==> src/rtl/mas_serial_adder_ctrl.sv <==
// Serial W-bit adder: one 4-bit ripple-carry adder is time-shared over W/4
// nibble cycles, with a valid/ready handshake on both sides.

module mas_ripple_carry_adder_4b (
  input  logic [3:0] x,
  input  logic [3:0] y,
  input  logic       ci,
  output logic [3:0] res,
  output logic       co
);
  logic [4:0] c;

  always_comb begin
    c[0] = ci;
    for (int i = 0; i < 4; i++) begin
      res[i]   = x[i] ^ y[i] ^ c[i];
      c[i + 1] = (x[i] & y[i]) | (c[i] & (x[i] ^ y[i]));
    end
    co = c[4];
  end
endmodule

module mas_serial_adder_ctrl #(
  parameter int W = 16
) (
  input  logic         clk,
  input  logic         rst,
  input  logic         in_valid,
  output logic         in_ready,
  input  logic [W-1:0] a,
  input  logic [W-1:0] b,
  input  logic         cin,
  output logic         out_valid,
  input  logic         out_ready,
  output logic [W-1:0] sum,
  output logic         cout
);
  localparam int NIB = W / 4;
  localparam int CW  = (NIB > 1) ? $clog2(NIB) : 1;

  typedef enum logic [1:0] {IDLE, RUN, DONE} state_t;

  state_t                state_q, state_d;
  logic [NIB-1:0][3:0]   a_q, a_d, b_q, b_d, sum_q, sum_d;
  logic                  cin_q, cin_d, carry_q, carry_d, cout_q, cout_d;
  logic [CW-1:0]         cnt_q, cnt_d;

  logic [3:0] add_x, add_y, add_res;
  logic       add_ci, add_co;

  // The first nibble takes the captured carry-in; later nibbles chain the carry register.
  assign add_x  = a_q[cnt_q];
  assign add_y  = b_q[cnt_q];
  assign add_ci = (cnt_q == '0) ? cin_q : carry_q;

  mas_ripple_carry_adder_4b u_add (
    .x   (add_x),
    .y   (add_y),
    .ci  (add_ci),
    .res (add_res),
    .co  (add_co)
  );

  always_ff @(posedge clk or posedge rst) begin
    if (rst) begin
      state_q <= IDLE;
      a_q     <= '0;
      b_q     <= '0;
      sum_q   <= '0;
      cin_q   <= 1'b0;
      carry_q <= 1'b0;
      cout_q  <= 1'b0;
      cnt_q   <= '0;
    end else begin
      state_q <= state_d;
      a_q     <= a_d;
      b_q     <= b_d;
      sum_q   <= sum_d;
      cin_q   <= cin_d;
      carry_q <= carry_d;
      cout_q  <= cout_d;
      cnt_q   <= cnt_d;
    end
  end

  always_comb begin
    state_d   = state_q;
    a_d       = a_q;
    b_d       = b_q;
    sum_d     = sum_q;
    cin_d     = cin_q;
    carry_d   = carry_q;
    cout_d    = cout_q;
    cnt_d     = cnt_q;
    in_ready  = 1'b0;
    out_valid = 1'b0;
    case (state_q)
      IDLE: begin
        in_ready = 1'b1;
        if (in_valid) begin
          a_d     = a;
          b_d     = b;
          cin_d   = cin;
          cnt_d   = '0;
          state_d = RUN;
        end
      end
      RUN: begin
        sum_d[cnt_q] = add_res;
        carry_d      = add_co;
        // Counter parks on the last nibble rather than wrapping.
        if (cnt_q == CW'(NIB - 1)) begin
          cout_d  = add_co;
          state_d = DONE;
        end else begin
          cnt_d = cnt_q + CW'(1);
        end
      end
      DONE: begin
        out_valid = 1'b1;
        if (out_ready) state_d = IDLE;
      end
      default: state_d = IDLE;
    endcase
  end

  assign sum  = sum_q;
  assign cout = cout_q;
endmodule

==> config.mk <==
export PLATFORM = sky130hd
export DESIGN_NAME = mas_serial_adder_ctrl
export DESIGN_NICKNAME = d
export VERILOG_FILES = /design/src/rtl/mas_serial_adder_ctrl.sv
export SDC_FILE = /design/constraint.sdc
export NUM_CORES = 1
export LEC_CHECK = 0
export BUFFER_PORTS_ARGS = -buffer_cell sky130_fd_sc_hd__buf_2
export CAP_MARGIN = 25
export CELL_PAD_IN_SITES_DETAIL_PLACEMENT = 1
export CELL_PAD_IN_SITES_GLOBAL_PLACEMENT = 2
export CORE_MARGIN = 8
export CORE_UTILIZATION = 37
export DETAILED_ROUTE_END_ITERATION = 16
export PLACE_DENSITY_LB_ADDON = 0.3
export SETUP_SLACK_MARGIN = 0.1
export SYNTH_ARGS = -nofsm -noshare
export SYNTH_HDL_FRONTEND = slang
export SYNTH_SLANG_ARGS = --single-unit
==> constraint.sdc <==
create_clock -name clk -period 3.4 [get_ports clk]
set_input_delay 1.02 -clock clk [delete_from_list [all_inputs] [get_ports clk]]
set_output_delay 1.02 -clock clk [all_outputs]
set_load 0.05 [all_outputs]
Word-level counts from Yosys, hierarchy flattened --
Cells that the tools add are included.
Storage, ports and cells: register bits after elaboration 55, output and inout bits 19, word-level logic and storage cells 72, bits of input ports 37
Cells by class: multiplexer cells 17, reduce and logical (&&, ||, !) cells 8, order comparisons 2, eq/ne operators 7, $add $sub $neg 1, bitwise logic cells 20
Operators with widths (count):
- binary-select mux 4 bit (select 2 bit) | 2
- bitwise mux 16 bit | 1
- two-way mux 4 bit | 3
- two-way mux 2 bit | 5
- AND 1 bit | 8
- demux 4 bit (select 2 bit) | 1
- inequality test 2 bit (second input constant) | 4
- XOR 1 bit | 8
- case mux 2 bit (3 select lines) | 1
- AND reduction 3 bit | 2
- == test 2 bit (second input constant) | 2
- logical NOT 2 bit | 2
- OR 1 bit | 4
- case mux 2 bit (2 select lines) | 1
- AND reduction 2 bit | 2
- less-than comparator 2 x 3 -> 1 bit (second input constant) | 1
- two-way mux 1 bit | 3
- adder 2 x 1 -> 2 bit (second input constant) | 1
- == test 2 x 1 -> 1 bit (second input constant) | 1
- >= comparator 2 x 1 -> 1 bit (second input constant) | 1
- nonzero test 2 bit | 1
- logical AND 1 bit | 1

Logic depth before layout (Yosys ltp) --
depth in word-level cells 11, depth in mapped cells 13, gate-level depth less buffers 12

Modules after synthesis --
Synthesis repeated with hierarchy kept, for this count alone.
Unflattened totals: cell total of the unflattened synthesis 163, area, all modules 2537.4 um^2
Modules (own cells, without submodules):
- mas_serial_adder_ctrl | sequential area each 1376.3 um^2, area each 2419.8 um^2, instances 1, cells each 149
- mas_ripple_carry_adder_4b | sequential area each 0.0 um^2, area each 117.6 um^2, instances 1, cells each 14

Worst setup path after synthesis --
OpenSTA, ideal clock, no wires.
kind register -> register, start point register cnt_q[0], end point register sum_q (netlist bit sum[15]), buffers on the path 1, required time 3.320 ns, path slack 0.445 ns, data arrival time 2.875 ns, setup time 0.080 ns, stages on the path, launching flop included 11, clock period less this slack 2.955 ns, cells stage by stage dfrtp_1 -> buf_2 -> mux4_2 -> fa_1 -> inv_1 -> fa_1 -> inv_1 -> fa_1 -> inv_1 -> fa_1 -> mux2i_1
Between the ends: longest elaborated chain between the ends 11, elaborated cells between the ends (all ways) 26, those cells by class order compare: 2; mux: 8; bitwise: 14; reduce/logical: 2
Ends and longest elaborated chain:
- from (decl) | line 46 | logic [CW-1:0] cnt_q, cnt_d;
- from (signal assigned) | line 82 | cnt_q <= cnt_d;
- binary-select mux 4 bit (select 2 bit), on equally long branches | line 52, 53
- two-way mux 4 bit, on equally long branches | line 52, 53
- XOR 1 bit | line 17 | c[i + 1] = (x[i] & y[i]) | (c[i] & (x[i] ^ y[i]));
- AND 1 bit | line 17
- OR 1 bit | line 17
- AND 1 bit | line 17
- OR 1 bit | line 17
- AND 1 bit | line 17
- OR 1 bit | line 17
- XOR 1 bit | line 16 | res[i] = x[i] ^ y[i] ^ c[i];
- bitwise mux 16 bit (*) | line 109 | sum_d[cnt_q] = add_res;
- to (signal assigned) | line 78 | sum_q <= sum_d;
- to (decl) | line 44 | logic [NIB-1:0][3:0] a_q, a_d, b_q, b_d, sum_q, sum_d;
Every way passes the cells marked *; elsewhere a longest branch is shown, timed or not. The select of a mux whose other input is x is not followed. A chain may end at the register's enable or synchronous reset.

Worst setup path in the final report --
start point register cnt_q[0], end point register sum_q (netlist bit sum[3])
Same word-level chain as after synthesis.

==> key figures <==
Floorplan
  – Num ports: 56
  – Die width: a little under 100 um
  – Placeable core area: 6720 um^2
  – Die Span Y: between 90 and 100 um
  – Initial Util: 0.378
  – Die Area: 9760 um^2
  – Std-Cell Rows: 30

Critical path
  – Crit-path max cell delay: ~0.59 ns
  – Startpoint Class: register
  – CP max stage cell: mux4_2
  – Crit-path max FO: 10
  – Delay-heaviest family, CP: adder cells
  – Number of buffers and inverters on the critical path: 3
  – Critical path depth in cells: 9
  – Critical path type: register to register
  – CP Data Arrival Time: about 3.3 ns
  – CP Cell Sequence: mux4_2, fa_1, inv_1, fa_1, inv_1, fa_1, inv_1, fa_1, mux2i_1
  – Crit end category: register
  – Worst R2R Path Depth: 9
  – FF-to-FF setup slack: 0.36 ns
  – Most used cell along the critical path: fa_1
  – Critical path data required time: 3.62 ns

Placement
  – Final Wtd Congestion: 0.676
  – PortBufs: 55
  – Detailed Place HPWL: 3.99 mm

Detailed routing
  – Post-route ant nets: 0
  – DR vias: 1493
  – DRT iter0 DRCs: 45
  – DRC Markers: 0
  – Final WL: 5.26 mm
  – Vias/cell: around 4.8
  – DR WL/cell: 16.9 um
  – DR pass1 iterations: 4

Clock network
  – Setup Fix Bufs, Post-CTS: 0
  – Root Buffer: clkbuf_8
  – Hold Buf Count CTS: 0
  – H-Tree Depth: 2
  – Total CTS buffers: 5
  – Clock Path Buffers: 2
  – Worst-Skew Late Latency: ~0.30 ns
  – # resized after CTS: 0
  – Clk slew on worst S/H paths: 0.09 ns
  – Clock sink total: 55
  – CTS tree: yes

Timing
  – Setup TNS Final: 0 ns
  – Worst slew margin: 0.537
  – Final Max Slew Viols: 0
  – Finish-stage setup viols: 0
  – Tcrit/Tclk final: 0.894
  – RSZ-0062 raised after global routing: no
  – Tmin final: 3.04 ns
  – FMAX: 329 MHz
  – Hold WS: 0.498 ns
  – Clk_skew: 0.00327 ns
  – Worst-Margin Slew: 0.694 ns
  – Final hold viol count: 0

Yosys
  – Yosys Warn Count: 0
  – EDFF count, synth: 0
  – Sequential area share after synthesis: 0.542
  – #FFs+latches synth: 55
  – Async S/R FF share, synth: 1.00
  – Mapped Area: 2540 um^2
  – Synthesized area per cell: between 10 and 15 um^2
  – Mapped Cells: about 170
  – Post-Syn Nets: 217
  – Post-synth cell types: 25
  – Synth Flop Type: dfrtp_1

Layout
  – Fillers: 716
  – Area growth syn-to-layout: 17.7%
  – Nets@finish: 275
  – Share of cells above drive strength 1: 0.494
  – Commonest non-fill, non-tap cells in the layout: dfrtp_1 (55), buf_2 (55), mux2_2 (38)
  – Antenna Cells: 0

Global route
  – First-pass GRT wire length: 8.83 mm
  – GR Overflow Total: 0
  – Number of global-route vias before repair: 1727
  – Tot GR Track Use: 0.114
  – Largest net degree at the start of global routing: 56
  – Initial antenna violation count: 0

Worst hold path
  – Hold path cells: 1
  – Hold Crit Class: register to register

Run
  – MaxCap Viol Count: 0

Status
  – Status: completed
[sequential cells by signal, summed over array words and instances, names as in the netlist]
signal and flops:
cout 1, cnt_q 2, carry_q 1, state_q 2
a_q 16, cin_q 1, sum 16, b_q 16
[cell usage after synthesis, types with 2 or more instances]
cell / n / share of area
dfrtp_1: 55 / 0.54
mux2_2: 38 / 0.17
inv_1: 21 / 0.031
mux2i_1: 10 / 0.039
mux4_2: 8 / 0.071
fa_1: 4 / 0.032
ha_1: 4 / 0.020
nand3b_1: 4 / 0.012
buf_2: 3 / 0.0059
buf_6: 3 / 0.013
mux2_1: 3 / 0.013
nand2b_1: 3 / 0.0074
a211o_1: 2 / 0.0069
and3_1: 2 / 0.0049
o21ai_0: 2 / 0.0039
[through the flow]
stage               area [um^2]  std cells  worst slack (ns)   util
global route               2990        311             0.171  0.444
floorplan                  2540        172             0.445      -
CTS                        2990        311             0.299  0.444
finish                     2990        311             0.361  0.444
detailed placement         2890        303             0.306  0.429
global placement           2890        303             0.478  0.429
[kinds of logic (layout without fill, tap and decap cells)]
logic type | Yosys count | after routing | share of synthesized area
muxes | 59 | 59 | 0.292
DFF | 55 | 55 | 0.542
buffers and inverters | 29 | 88 | 0.0537
and+or+nand+nor | 15 | 15 | 0.0444
adders and majority gates | 8 | 8 | 0.0513
AOI/OAI and AO/OA | 6 | 6 | 0.0158
[area by class of cell]
cell class	count	area [um^2]	area share
timing repair buffer	59	305	0.102
tap	80	100	0.0335
clock buffer	8	100	0.0335
multi-input combinational	88	1020	0.343
inverter	21	78.8	0.0264
sequential	55	1380	0.461
[routing by layer]
metal	part of all wire	vias to the layer above	GRT usage	routed length [um]
met5	0	-	0	0
met4	0.015	0	0.0354	80
met3	0.054	7	0.0352	285
met2	0.46	42	0.175	2440
met1	0.47	744	0.150	2450
li1	-	700	-	-
[worst paths after layout]
kind                           from      end
max                        cnt_q[0]   sum[3]
min                          a_q[6]   a_q[6]
max reg2reg                cnt_q[0]   sum[3]
min reg2reg                  a_q[6]   a_q[6]
max in group asynchronous       rst   a_q[6]
min in group asynchronous       rst  sum[13]
Power is left out: the tool's default activity adds up to more than one toggle a clock period on the data nets, which glitch-free logic cannot reach.
